<file path="src/rtl/tt_bist_harness.sv">
// rtl/tt_bist_harness.sv - LFSR-stimulus / MISR-compaction self-test harness
module tt_bist_harness #(
    parameter int                WIDTH       = 8,
    parameter int                NUM_VECTORS = 256,
    parameter int                RESP_LAT    = 0,
    parameter logic [WIDTH-1:0]  SEED        = 8'h01,
    parameter logic [WIDTH-1:0]  LFSR_TAPS   = 8'hB8,
    parameter logic [WIDTH-1:0]  MISR_TAPS   = 8'hB8
) (
    input  logic             clk,
    input  logic             rst_n,
    input  logic             ena,
    input  logic             start,
    input  logic [WIDTH-1:0] expected_sig,
    input  logic [WIDTH-1:0] dut_resp,
    output logic [WIDTH-1:0] stim_out,
    output logic             busy,
    output logic             done,
    output logic             pass,
    output logic [WIDTH-1:0] signature
);

    localparam int TOTAL = NUM_VECTORS + RESP_LAT;
    localparam int CNT_W = $clog2(TOTAL + 1);
    localparam logic [CNT_W-1:0] LAST_K = CNT_W'(TOTAL - 1);
    localparam logic [CNT_W-1:0] ONE_K  = CNT_W'(1);
    // An all-zero seed would lock the LFSR at zero forever.
    localparam logic [WIDTH-1:0] SEED_EFF = (SEED == '0) ? WIDTH'(1) : SEED;

    typedef enum logic [1:0] {
        S_IDLE = 2'd0,
        S_RUN  = 2'd1,
        S_DONE = 2'd2
    } state_t;

    state_t           state_q, state_d;
    logic [WIDTH-1:0] lfsr_q, lfsr_d;
    logic [WIDTH-1:0] misr_q, misr_d;
    logic [CNT_W-1:0] cnt_q, cnt_d;
    logic             pass_q, pass_d;

    // State register; ena=0 is handled by next-state logic holding every value
    always_ff @(posedge clk or negedge rst_n) begin
        if (!rst_n) begin
            state_q <= S_IDLE;
            lfsr_q  <= '0;
            misr_q  <= '0;
            cnt_q   <= '0;
            pass_q  <= 1'b0;
        end else begin
            state_q <= state_d;
            lfsr_q  <= lfsr_d;
            misr_q  <= misr_d;
            cnt_q   <= cnt_d;
            pass_q  <= pass_d;
        end
    end

    // Next-state: seed on start, step LFSR/MISR each RUN cycle, latch verdict on entry to DONE
    always_comb begin
        state_d = state_q;
        lfsr_d  = lfsr_q;
        misr_d  = misr_q;
        cnt_d   = cnt_q;
        pass_d  = pass_q;
        if (ena) begin
            case (state_q)
                S_IDLE, S_DONE: begin
                    if (start) begin
                        lfsr_d  = SEED_EFF;
                        misr_d  = '0;
                        cnt_d   = '0;
                        pass_d  = 1'b0;
                        state_d = S_RUN;
                    end
                end
                S_RUN: begin
                    lfsr_d = {lfsr_q[WIDTH-2:0], ^(lfsr_q & LFSR_TAPS)};
                    // The first RESP_LAT cycles carry no valid response yet
                    if (int'(cnt_q) >= RESP_LAT) begin
                        misr_d = {misr_q[WIDTH-2:0], ^(misr_q & MISR_TAPS)} ^ dut_resp;
                    end
                    cnt_d = cnt_q + ONE_K;
                    if (cnt_q == LAST_K) begin
                        state_d = S_DONE;
                        pass_d  = (misr_d == expected_sig);
                    end
                end
                default: state_d = S_IDLE;
            endcase
        end
    end

    // Outputs derive from registered state only, so reset clears them immediately
    always_comb begin
        busy      = (state_q == S_RUN);
        done      = (state_q == S_DONE);
        pass      = pass_q;
        signature = misr_q;
        stim_out  = '0;
        if (state_q == S_RUN && int'(cnt_q) < NUM_VECTORS) begin
            stim_out = lfsr_q;
        end
    end

endmodule
</file>
<file path="config.mk">
export PLATFORM = sky130hd
export DESIGN_NAME = tt_bist_harness
export DESIGN_NICKNAME = d
export VERILOG_FILES = /design/src/rtl/tt_bist_harness.sv
export SDC_FILE = /design/constraint.sdc
export NUM_CORES = 1
export LEC_CHECK = 0
export CAP_MARGIN = 10
export CORE_MARGIN = 8
export CORE_UTILIZATION = 43
export DETAILED_ROUTE_END_ITERATION = 7
export GPL_TIMING_DRIVEN = 1
export HOLD_SLACK_MARGIN = 0.05
export PLACE_DENSITY = 0.75
export REMOVE_ABC_BUFFERS = 1
export SYNTH_ARGS = -nofsm -noshare
export SYNTH_HDL_FRONTEND = slang
export SYNTH_SLANG_ARGS = --single-unit
</file>
<file path="constraint.sdc">
create_clock -name clk -period 1.4 [get_ports clk]
set_clock_uncertainty 0.05 [all_clocks]
set_input_delay 0.28 -clock clk [delete_from_list [all_inputs] [get_ports clk]]
set_output_delay 0.28 -clock clk [all_outputs]
set_load 0.01 [all_outputs]
</file>
After elaboration in Yosys (flattened, before gate mapping):

Index checks and enable logic that the tools add are counted.

* output and inout port bits: 19
* bits in registers: 28
* bits of input ports: 20
* word-level logic and storage cells: 38

* bitwise gates (word level): 1
* order comparisons: 1
* $add $sub $neg: 1
* equality and inequality tests: 6
* reductions and logical operators: 9
* muxes and demuxes: 15

Operators by type and width (count)
* 8-bit two-way mux: 5
* 8-bit one-hot mux with 2 select lines: 2
* 9-bit one-hot mux with 2 select lines: 1
* 8-bit parity: 2
* 9-bit by 1-bit adder with 9-bit output, second input constant: 1
* 9-bit by 8-bit == test with 1-bit output, second input constant: 1
* 9-bit less-than comparator, second input constant: 1
* 9-bit two-way mux: 1
* 8-bit == test: 1
* 8-bit XOR: 1
* 3-bit AND reduction: 2
* 2-bit two-way mux: 2
* 2-bit one-hot mux with 2 select lines: 1
* 4-bit AND reduction: 1
* 2-bit by 1-bit == test with 1-bit output, second input constant: 1
* 2-bit == test, second input constant: 1
* 2-bit zero test: 1
* 1-bit two-way mux: 2
* 2-bit by 1-bit != test with 1-bit output, second input constant: 1
* 2-bit != test, second input constant: 1
* 1-bit one-hot mux with 2 select lines: 1
* 2-bit nonzero test: 1
* 2-bit OR reduction: 1
* 1-bit logical AND: 1

Logic depth before layout (Yosys ltp):

Gate-level depths: netlist (run 1).

* depth in word-level cells: 7
* depth in mapped cells: 7
* gate-level depth less buffers: 7

Worst setup path after synthesis (run 1):

No wires, ideal clock.

* path type: register to register
* start: register cnt_q[2]
* end: register pass_q, in the netlist pass
* setup time: 95 ps
* required time: 1255 ps
* arrival time: 1392 ps
* cell stages (with the launch flop): 8
* setup slack: -138 ps
* path buffers: 0
* clock period less this slack: 1538 ps
* cell sequence: dfrtp_1 -> and4_1 -> nand2_1 -> nor2_1 -> ha_1 -> and3_1 -> nand4_1 -> o31ai_1

* longest elaborated chain between the ends: 3

RTL lines
* start: declaration: RTL line 39 `logic [CNT_W-1:0] cnt_q, cnt_d;`
* start signal: assignment: RTL line 54 `cnt_q <= cnt_d;`
* 9-bit by 8-bit == test with 1-bit output: RTL line 84 `if (cnt_q == LAST_K) begin`
* 2-bit by 1-bit != test with 1-bit output (no source line)
* 4-bit AND reduction (no source line)
* end signal: assignment: RTL line 55 `pass_q <= pass_d;`
* end: declaration: RTL line 40 `logic pass_q, pass_d;`

No other way between the ends.
A chain may end at the register's enable or synchronous reset.

Worst setup path after layout (run 1):

* start: register state_q[1]
* end: register pass_q, in the netlist pass

* longest elaborated chain between the ends: 4
* elaborated cells between the ends (all ways): 9
* classes of those cells: eq/ne (4); mux (1); reduce/logical (4)

RTL lines
* start: declaration: RTL line 36 `state_t state_q, state_d;`
* start signal: assignment: RTL line 51 `state_q <= state_d;`
* 2-bit == test or 2-bit zero test (tied branches): RTL line 67 `case (state_q)`
* 2-bit OR reduction: RTL line 67
* 2-bit != test (no source line) or 2-bit nonzero test (tied branches)
* 4-bit AND reduction (no source line)

Several ways; a longest one is shown, not always the timed one.

==> results.cfg, run 1 <==
[run_status]
status = finished with violations
violations = negative setup slack

[global_route]
antenna_found_initial = 0
use_met3_pct = 3.37
grt_pass1_vias = 1589
grt_overflow_total = 0
grtUsageMet1_pct = 24.0
grtUsageMet2_pct = 33.3
grt_pass1_wl_mm = 8.07
track_usage_pct = 19.4
grt_max_degree = 29
grt-busiest-layer = met2

[pwr]
p_per_area_nw_per_um2 = 1810
power_mw = 4.71
leakagePower_nw = 1.23
ir_drop_mv = 1.07

[clock_tree]
insertion_delay_ns = 0.34
clock-sinks = 28
tritoncts = built
h-tree-depth = 1
cts-buffers-inserted = 3
root_buffer = clkbuf_4
clockBufferDepth = 2
clk_pin_slew_ns = 0.16

[cells_and_area]
nNetsFinal = 258
final_area_um2 = 2610
n_antenna_cell = 0
drive_gt1_share_pct = 51.1
fin_cells = 281
area_growth_pct = 80.3
nFillCells = 199

[drt]
drt_iter0_drc = 75
vias = 1497
ant_nets = 0
wl_per_cell_um = 19.5
dr.pass1.iters = 4
drc = 0
drt-vias-per-instance = 5.33
finalWirelength_mm = 5.47

[worst_setup_path]
crit_fanout = 4
critPathCaptureType = register
crit_slowest_cell = dfrtp_1
required_ns = 1.60
slowest_delay_ns = 0.44
cp-start-kind = register
crit_type = reg2reg
arrival_ns = 1.93
path_cells = and2b_2 -> buf_6 -> buf_12 -> and3_4 -> nand4_1 -> o31ai_1

[floorplan]
coreArea_um2 = 3280
rows = 21
start_util_pct = 44.0
die_y_um = 74.0
dieArea_um2 = 5470
pin_count = 39
die_x_um = 74.0

[run]
maxCapViolCount = 0

[sta]
period_share_pct = 123
drv_slew = 0
hold_violations = 0
max_clock_freq_mhz = 579
slew_headroom_pct = 76.7
finalSetupViolations = 38
tightest_slew_ns = 0.347
layout_setup_ws_ns = -0.328
fin_crit_ns = 1.73
rsz0062_at_grt = yes

[yosys]
netlist_area_um2 = 1450
ys_types = 29
yosys_warnings = 0
synth-edff-count = 0
postSynthCellCount = 136
synth_area_per_cell_um2 = 10.6
async_reset_ff_share_pct = 100
synth_flop_cell = dfrtp_1
synth_area_leaders = dfrtp_1 (48%), xor2_1 (7.3%), a22o_1 (6.7%)
ys_seq_area_share_pct = 48.5
ys_ff_latch = 28
synth_common_cells = dfrtp_1 (28), nand2_1 (13), xor2_1 (12)
synth_top_cell_by_area = dfrtp_1
yosys.cell_count.top_type = dfrtp_1
synth_top_area_share_pct = 48.5

[placement]
hpwlAfterDp_mm = 3.13
dp.cells = 252
placedInstanceArea_um2 = 2150
gp_congestion = 0.824
io_buffers = 38

[hold_path]
hp-class = in2async
[logic make-up (layout without fill, tap and decap cells)]
kind of cell / count (synthesis) / count (layout) / synth area share [%]
simple gates: 40 / 42 / 14.6
compound gates: 35 / 35 / 17.0
flops: 28 / 28 / 48.5
xor+xnor: 24 / 24 / 16.0
buf+inv: 7 / 104 / 2.16
fa+ha+maj: 2 / 2 / 1.73
[state kept, by name, indices dropped and copies added, names as in the netlist]
signal     cells
pass           1
lfsr_q         8
state_q        2
signature      8
cnt_q          9
[path summary, 6_finish.rpt]
check / startpoint / end / cells past startpoint / slack [ns]
max reg2reg: state_q[1] / pass / 6 / -0.33
min: rst_n / cnt_q[2] / 2 / 0.23
max: state_q[1] / pass / 6 / -0.33
min reg2reg: pass / pass / 2 / 0.50
min in group clk: pass / pass / 2 / 0.50
max in group asynchronous: rst_n / signature[3] / 2 / 0.90
[cell type report]
| class | count | area (um2) | area share (%) |
|---|---|---|---|
| multi-input cells | 103 | 900 | 34.5 |
| well taps | 46 | 57.6 | 2.21 |
| flip-flops and latches | 28 | 702 | 26.9 |
| inverters | 2 | 7.51 | 0.288 |
| clock inverters | 1 | 30.0 | 1.15 |
| clock buffers | 3 | 22.5 | 0.864 |
| repair buffers | 98 | 887 | 34.0 |
[stage by stage]
step	util (%)	setup TNS (ns)	setup slack (ns)	hold slack, ns
3_3_place_gp	65.4	-9.93	-0.407	0.419
5_1_grt	79.4	-8.92	-0.407	0.237
6_report	79.4	-7.65	-0.328	0.230
2_1_floorplan	-	-4.09	-0.306	-0.0656
3_5_place_dp	65.4	-10.68	-0.419	0.459
4_1_cts	74.2	-5.98	-0.299	0.244
[placed cells by master, fill, tap and decap left out, types with 6 or more instances in the layout]
cell	n
a22o_1	11
and3_4	6
buf_4	42
buf_6	23
clkdlybuf4s50_1	19
dfrtp_1	27
nand2_1	6
xnor2_1	10
xor2_1	12
[worst max-delay path: cells and delay by family (launching register included)]
kind                   cells  cell delay (ns)
and+or+nand+nor            3             0.59
AOI/OAI and AO/OA          1             0.29
buffers and inverters      2             0.26
DFF                        1             0.44
[metal layers]
| metal | share of wire (%) | routed length (um) | up-vias |
|---|---|---|---|
| li1 | - | - | 689 |
| met1 | 39 | 2130 | 745 |
| met2 | 53 | 2920 | 45 |
| met3 | 4.0 | 217 | 18 |
| met4 | 3.8 | 209 | 0 |
| met5 | 0 | 0 | - |
[where the power goes]
group	leakage [nW]	internal [mW]	total, mW	switching [mW]
clock	0.0279	0.290	0.544	0.254
combinational	0.848	1.64	2.89	1.25
sequential	0.355	1.09	1.28	0.187
total	1.23	3.02	4.71	1.69
[repair_timing]
action	in CTS	in global routing
buffers inserted	16	7
pin swaps	36	17
hold buffers	0	0
gates cloned	4	0
endpoints found under the setup margin	47	44
gates resized for setup	106	40
No activity file was read; power rests on OpenSTA's default activity.
==> inputs of run 2 (changes only) <==
--- a/config.mk
+++ b/config.mk
@@ -6,13 +6,16 @@
 export NUM_CORES = 1
 export LEC_CHECK = 0
 export CAP_MARGIN = 10
+export CELL_PAD_IN_SITES_DETAIL_PLACEMENT = 1
+export CELL_PAD_IN_SITES_GLOBAL_PLACEMENT = 1
 export CORE_MARGIN = 8
-export CORE_UTILIZATION = 43
+export CORE_UTILIZATION = 33
 export DETAILED_ROUTE_END_ITERATION = 7
 export GPL_TIMING_DRIVEN = 1
 export HOLD_SLACK_MARGIN = 0.05
-export PLACE_DENSITY = 0.75
+export PLACE_DENSITY_LB_ADDON = 0.1
 export REMOVE_ABC_BUFFERS = 1
+export SKIP_CTS_REPAIR_TIMING = 1
 export SYNTH_ARGS = -nofsm -noshare
 export SYNTH_HDL_FRONTEND = slang
 export SYNTH_SLANG_ARGS = --single-unit
==> run 2 against run 1 <==
  * The run still ends with negative setup slack left
  * Worst hold slack better by 0.077 ns
  * Critical path type unchanged
  * Largest power group unchanged
  * Cell area is 2.6% lower
  * Via count is 3.1% lower
  * Cell count fell by 0.36%
  * First-iteration DRC count is 15% lower
  * Sequential share of layout area grew 0.67 points
  * Combinational power decreased by 6%
  * Wire length increased by 4.1%
==> results.cfg, run 2 (synthesized netlist as in run 1, its figures left out) <==
[run_status]
status = finished with violations
violations = negative setup slack

[cells_and_area]
multi_input_area_um2 = 865
final_area_um2 = 2540
largest_register_ffs = 9
seq_area_um2 = 701
final_common_cell = buf_4
nFillCells = 470
registers.top_by_ff_count = cnt_q
fin_cells = 280
n_antenna_cell = 0
drive_gt1_share_pct = 41.7
most-common-layout-cells = buf_4 (44), dfrtp_1 (28), clkdlybuf4s50_1 (19)
nNetsFinal = 251
final_util_pct = 59.1
area_growth_pct = 75.7

[drt]
wl_per_cell_um = 20.3
vias = 1451
finalWirelength_mm = 5.70
ant_nets = 0
drc = 0
drt-vias-per-instance = 5.18
dr.pass1.iters = 4
drt_iter0_drc = 64

[pwr]
p_per_area_nw_per_um2 = 1840
power_mw = 4.67
ir_drop_mv = 0.803
leakagePower_nw = 1.29

[sta]
slew_headroom_pct = 76.5
fin_crit_ns = 1.83
period_share_pct = 131
hold_violations = 0
drv_slew = 0
tightest_slew_ns = 0.351
max_clock_freq_mhz = 546
rsz0062_at_grt = yes
layout_setup_ws_ns = -0.431
finalSetupTns_ns = -9.20
finalSetupViolations = 38

[placement]
placedInstanceArea_um2 = 2150
io_buffers = 38
gp_congestion = 0.791
dp.cells = 257
hpwlAfterDp_mm = 3.53

[worst_setup_path]
arrival_ns = 1.99
crit_type = reg2reg
cp-start-kind = register
path_cells = and2b_4 -> buf_4 -> buf_6 -> o21ai_4 -> or4_4 -> a21oi_2
slowest_delay_ns = 0.51
crit_slowest_cell = or4_4
required_ns = 1.56
critPathCaptureType = register
crit_fanout = 7

[clock_tree]
clock-sinks = 28
clk_pin_slew_ns = 0.10
cts-buffers-inserted = 3
tritoncts = built
insertion_delay_ns = 0.27
clockBufferDepth = 2
root_buffer = clkbuf_8
h-tree-depth = 1

[floorplan]
start_util_pct = 33.7
rows = 24
die_y_um = 82.2
coreArea_um2 = 4290
die_x_um = 82.2
pin_count = 39
dieArea_um2 = 6750

[global_route]
grt_pass1_vias = 1527
track_usage_pct = 14.0
grt_overflow_total = 0
antenna_found_initial = 0
grt_pass1_wl_mm = 7.36
grt_max_degree = 29

[run]
maxCapViolCount = 0

[hold_path]
hp-class = in2async
-- run 2: critical path, delay by kind of cell (launching register included) --
family / cells / cell delay [ns]
flops: 1 / 0.43
buf+inv: 2 / 0.24
compound gates: 2 / 0.25
simple gates: 2 / 0.79
-- run 2: path summary, 6_finish.rpt --
path / startpoint / endpoint / slack (ns) / depth (start not counted)
max in group asynchronous: rst_n / cnt_q[0] / 0.83 / 2
min: rst_n / pass / 0.31 / 2
min in group clk: cnt_q[8] / cnt_q[8] / 0.47 / 2
max reg2reg: state_q[1] / cnt_q[5] / -0.43 / 6
min reg2reg: cnt_q[8] / cnt_q[8] / 0.47 / 2
max: state_q[1] / cnt_q[5] / -0.43 / 6
-- run 2: metal layers --
metal / track usage (%) / routed length, um / vias up
met5: 0 / 0 / -
met4: 3.16 / 62 / 0
met3: 2.71 / 186 / 6
met2: 24.8 / 2990 / 34
met1: 17.3 / 2450 / 747
li1: - / - / 664
-- run 2: where the power goes --
part,internal [mW],switching (mW)
Sequential,1.09,0.194
Clock,0.383,0.268
Combinational,1.51,1.22
Total,2.98,1.68
-- run 2: final cells by class --
cell class	count	share of cell area, %
Timing Repair Buffer	92	32.7
Clock buffer	3	1.63
Tap cell	52	2.56
Clock inverter	1	1.18
Sequential cell	28	27.6
Inverter	2	0.296
Multi-Input combinational cell	102	34.1
-- run 2: stage by stage --
step | setup slack, ns | hold WS [ns]
floorplan | -0.306 | -0.0656
global route | -0.478 | 0.314
global placement | -0.420 | 0.418
finish | -0.431 | 0.307
CTS | -0.706 | 0.311
detailed placement | -0.495 | 0.444
==> inputs of run 3 (changes only) <==
--- a/config.mk
+++ b/config.mk
@@ -8,8 +8,8 @@
 export CAP_MARGIN = 10
 export CELL_PAD_IN_SITES_DETAIL_PLACEMENT = 1
 export CELL_PAD_IN_SITES_GLOBAL_PLACEMENT = 1
-export CORE_MARGIN = 8
-export CORE_UTILIZATION = 33
+export CORE_MARGIN = 2
+export CORE_UTILIZATION = 39
 export DETAILED_ROUTE_END_ITERATION = 7
 export GPL_TIMING_DRIVEN = 1
 export HOLD_SLACK_MARGIN = 0.05
==> constraint.sdc (replaced) <==
create_clock -name clk -period 2.3 [get_ports clk]
set_clock_uncertainty 0.05 [all_clocks]
set_input_delay 0.46 -clock clk [delete_from_list [all_inputs] [get_ports clk]]
set_output_delay 0.46 -clock clk [all_outputs]
set_load 0.01 [all_outputs]
==> run 3 against run 2 <==
  * The flow now finishes without violations
  * Sequential cell count did not move
  * Clock-buffer cell count is the same
  * Non-clock buffer count fell by 46
  * Setup slack better by 0.50 ns
  * Register-to-register slack better by 0.84 ns
  * Critical path depth down 3
  * Cell count is 18% lower
==> results.cfg, run 3 (synthesized netlist as in run 1, its figures left out) <==
[placement]
io_buffers = 38
hpwlAfterDp_mm = 2.72
dp_slack_ns = 0.201
gp_congestion = 0.762

[cells_and_area]
most-common-layout-cells = clkdlybuf4s50_1 (36), dfrtp_1 (27), nand2_1 (13)
largest_register_ffs = 9
nFillCells = 412
drive_gt1_share_pct = 9.34
final_common_cell = clkdlybuf4s50_1
nNetsFinal = 205
n_antenna_cell = 0
area_growth_pct = 39.0
registers.top_by_ff_count = cnt_q

[clock_tree]
h-tree-depth = 1
tritoncts = built
insertion_delay_ns = 0.28
clock-sinks = 28
clockBufferDepth = 2
clk_pin_slew_ns = 0.09
root_buffer = clkbuf_8
cts-buffers-inserted = 3

[drt]
finalWirelength_mm = 3.76
ant_nets = 0
dr.pass1.iters = 4
drt_iter0_drc = 41
drc = 0
vias = 1216
drt-vias-per-instance = 5.29
wl_per_cell_um = 16.4

[sta]
hold_violations = 0
slew_headroom_pct = 63.6
tightest_slew_ns = 0.543
max_clock_freq_mhz = 449
period_share_pct = 96.9
rsz0062_at_grt = no
hold_ws_ns = 0.461
fin_crit_ns = 2.23
finalSetupViolations = 0
layout_setup_ws_ns = 0.0705
drv_slew = 0

[run_status]
status = complete, no violations

[floorplan]
coreArea_um2 = 3610
die_x_um = 64.9
dieArea_um2 = 4210
die_y_um = 64.9
start_util_pct = 40.1
rows = 22
pin_count = 39

[pwr]
sw_frac_of_total_pct = 34.4
ir_drop_mv = 0.567
p_per_area_nw_per_um2 = 1150
p_switching_mw = 0.794
leakagePower_nw = 0.907
comb_power_share_pct = 46.6
pwr-share-seq_pct = 36.7
p_clk_share_pct = 16.7
internal_power_mw = 1.51

[worst_setup_path]
required_ns = 1.79
r2r_slack_ns = 0.41
critPathCaptureType = primary output
crit_fanout = 5
cp-start-kind = register
arrival_ns = 1.72
crit_type = reg2out

[global_route]
grt_overflow_total = 0
antenna_found_initial = 0
track_usage_pct = 18.4
grt_pass1_vias = 1264
grt_max_degree = 29
grt_pass1_wl_mm = 5.94

[hold_path]
hp-class = reg2reg

[run]
maxCapViolCount = 0
-- run 3: changes by cell type in the layout (fill, tap and decap cells not counted), sizes merged --
cell,before,now
clkdlybuf4s50,19,36
dlymetal6s2s,9,2
buf,64,8
-- run 3: final timing paths --
check / start / end / depth (start not counted)
worst max-delay path: state_q[1] / stim_out[1] / 3
worst min-delay path: cnt_q[8] / cnt_q[8] / 2
worst max register to register: state_q[0] / cnt_q[7] / 7
worst min register to register: cnt_q[8] / cnt_q[8] / 2
max in group asynchronous: rst_n / state_q[0] / 2
min in group asynchronous: rst_n / cnt_q[4] / 2
-- run 3: through the flow --
step	utilization, %	instances	total power, mW	TNS [ns]	cell area [um2]
2_1_floorplan	-	131	1.44	0	1420
3_3_place_gp	52.7	222	1.90	0	1900
3_5_place_dp	52.7	222	1.92	0	1900
4_1_cts	54.6	226	2.32	-0.313	1970
5_1_grt	55.7	230	2.47	0	2010
6_report	55.7	230	2.31	0	2010
-- run 3: worst max-delay path, cell delays in order, from the launching register on --
cell and delay (ns):
dfrtp_1 0.43, and2b_2 0.30, and3_1 0.18, clkdlybuf4s50_1 0.54
-- run 3: metal layers --
layer  track usage, %  part of all wire [%]  vias up
met5                0                     0        -
met4             5.59                  0.61        0
met3             2.78                   3.2        2
met2             29.8                    49       27
met1             25.5                    47      612
li1                 -                     -      575
-- run 3: cell type report --
type | instances | area, um2 | area share [%]
inverter | 2 | 7.51 | 0.374
sequential | 28 | 702 | 34.9
clock buffer | 3 | 41.3 | 2.05
timing repair buffer | 46 | 445 | 22.2
clock inverter | 1 | 30.0 | 1.49
multi-input combinational | 102 | 723 | 36.0
tap | 48 | 60.1 | 2.99
-- run 3: power groups by stage --
| stage | Clock (mW) | Sequential (mW) | Combinational [mW] |
|---|---|---|---|
| detailed placement | 0 | 0.856 | 1.06 |
| global route | 0.412 | 0.881 | 1.17 |
| floorplan | 0 | 0.843 | 0.602 |
| finish | 0.386 | 0.846 | 1.07 |
| CTS | 0.395 | 0.847 | 1.07 |
| global placement | 0 | 0.849 | 1.05 |
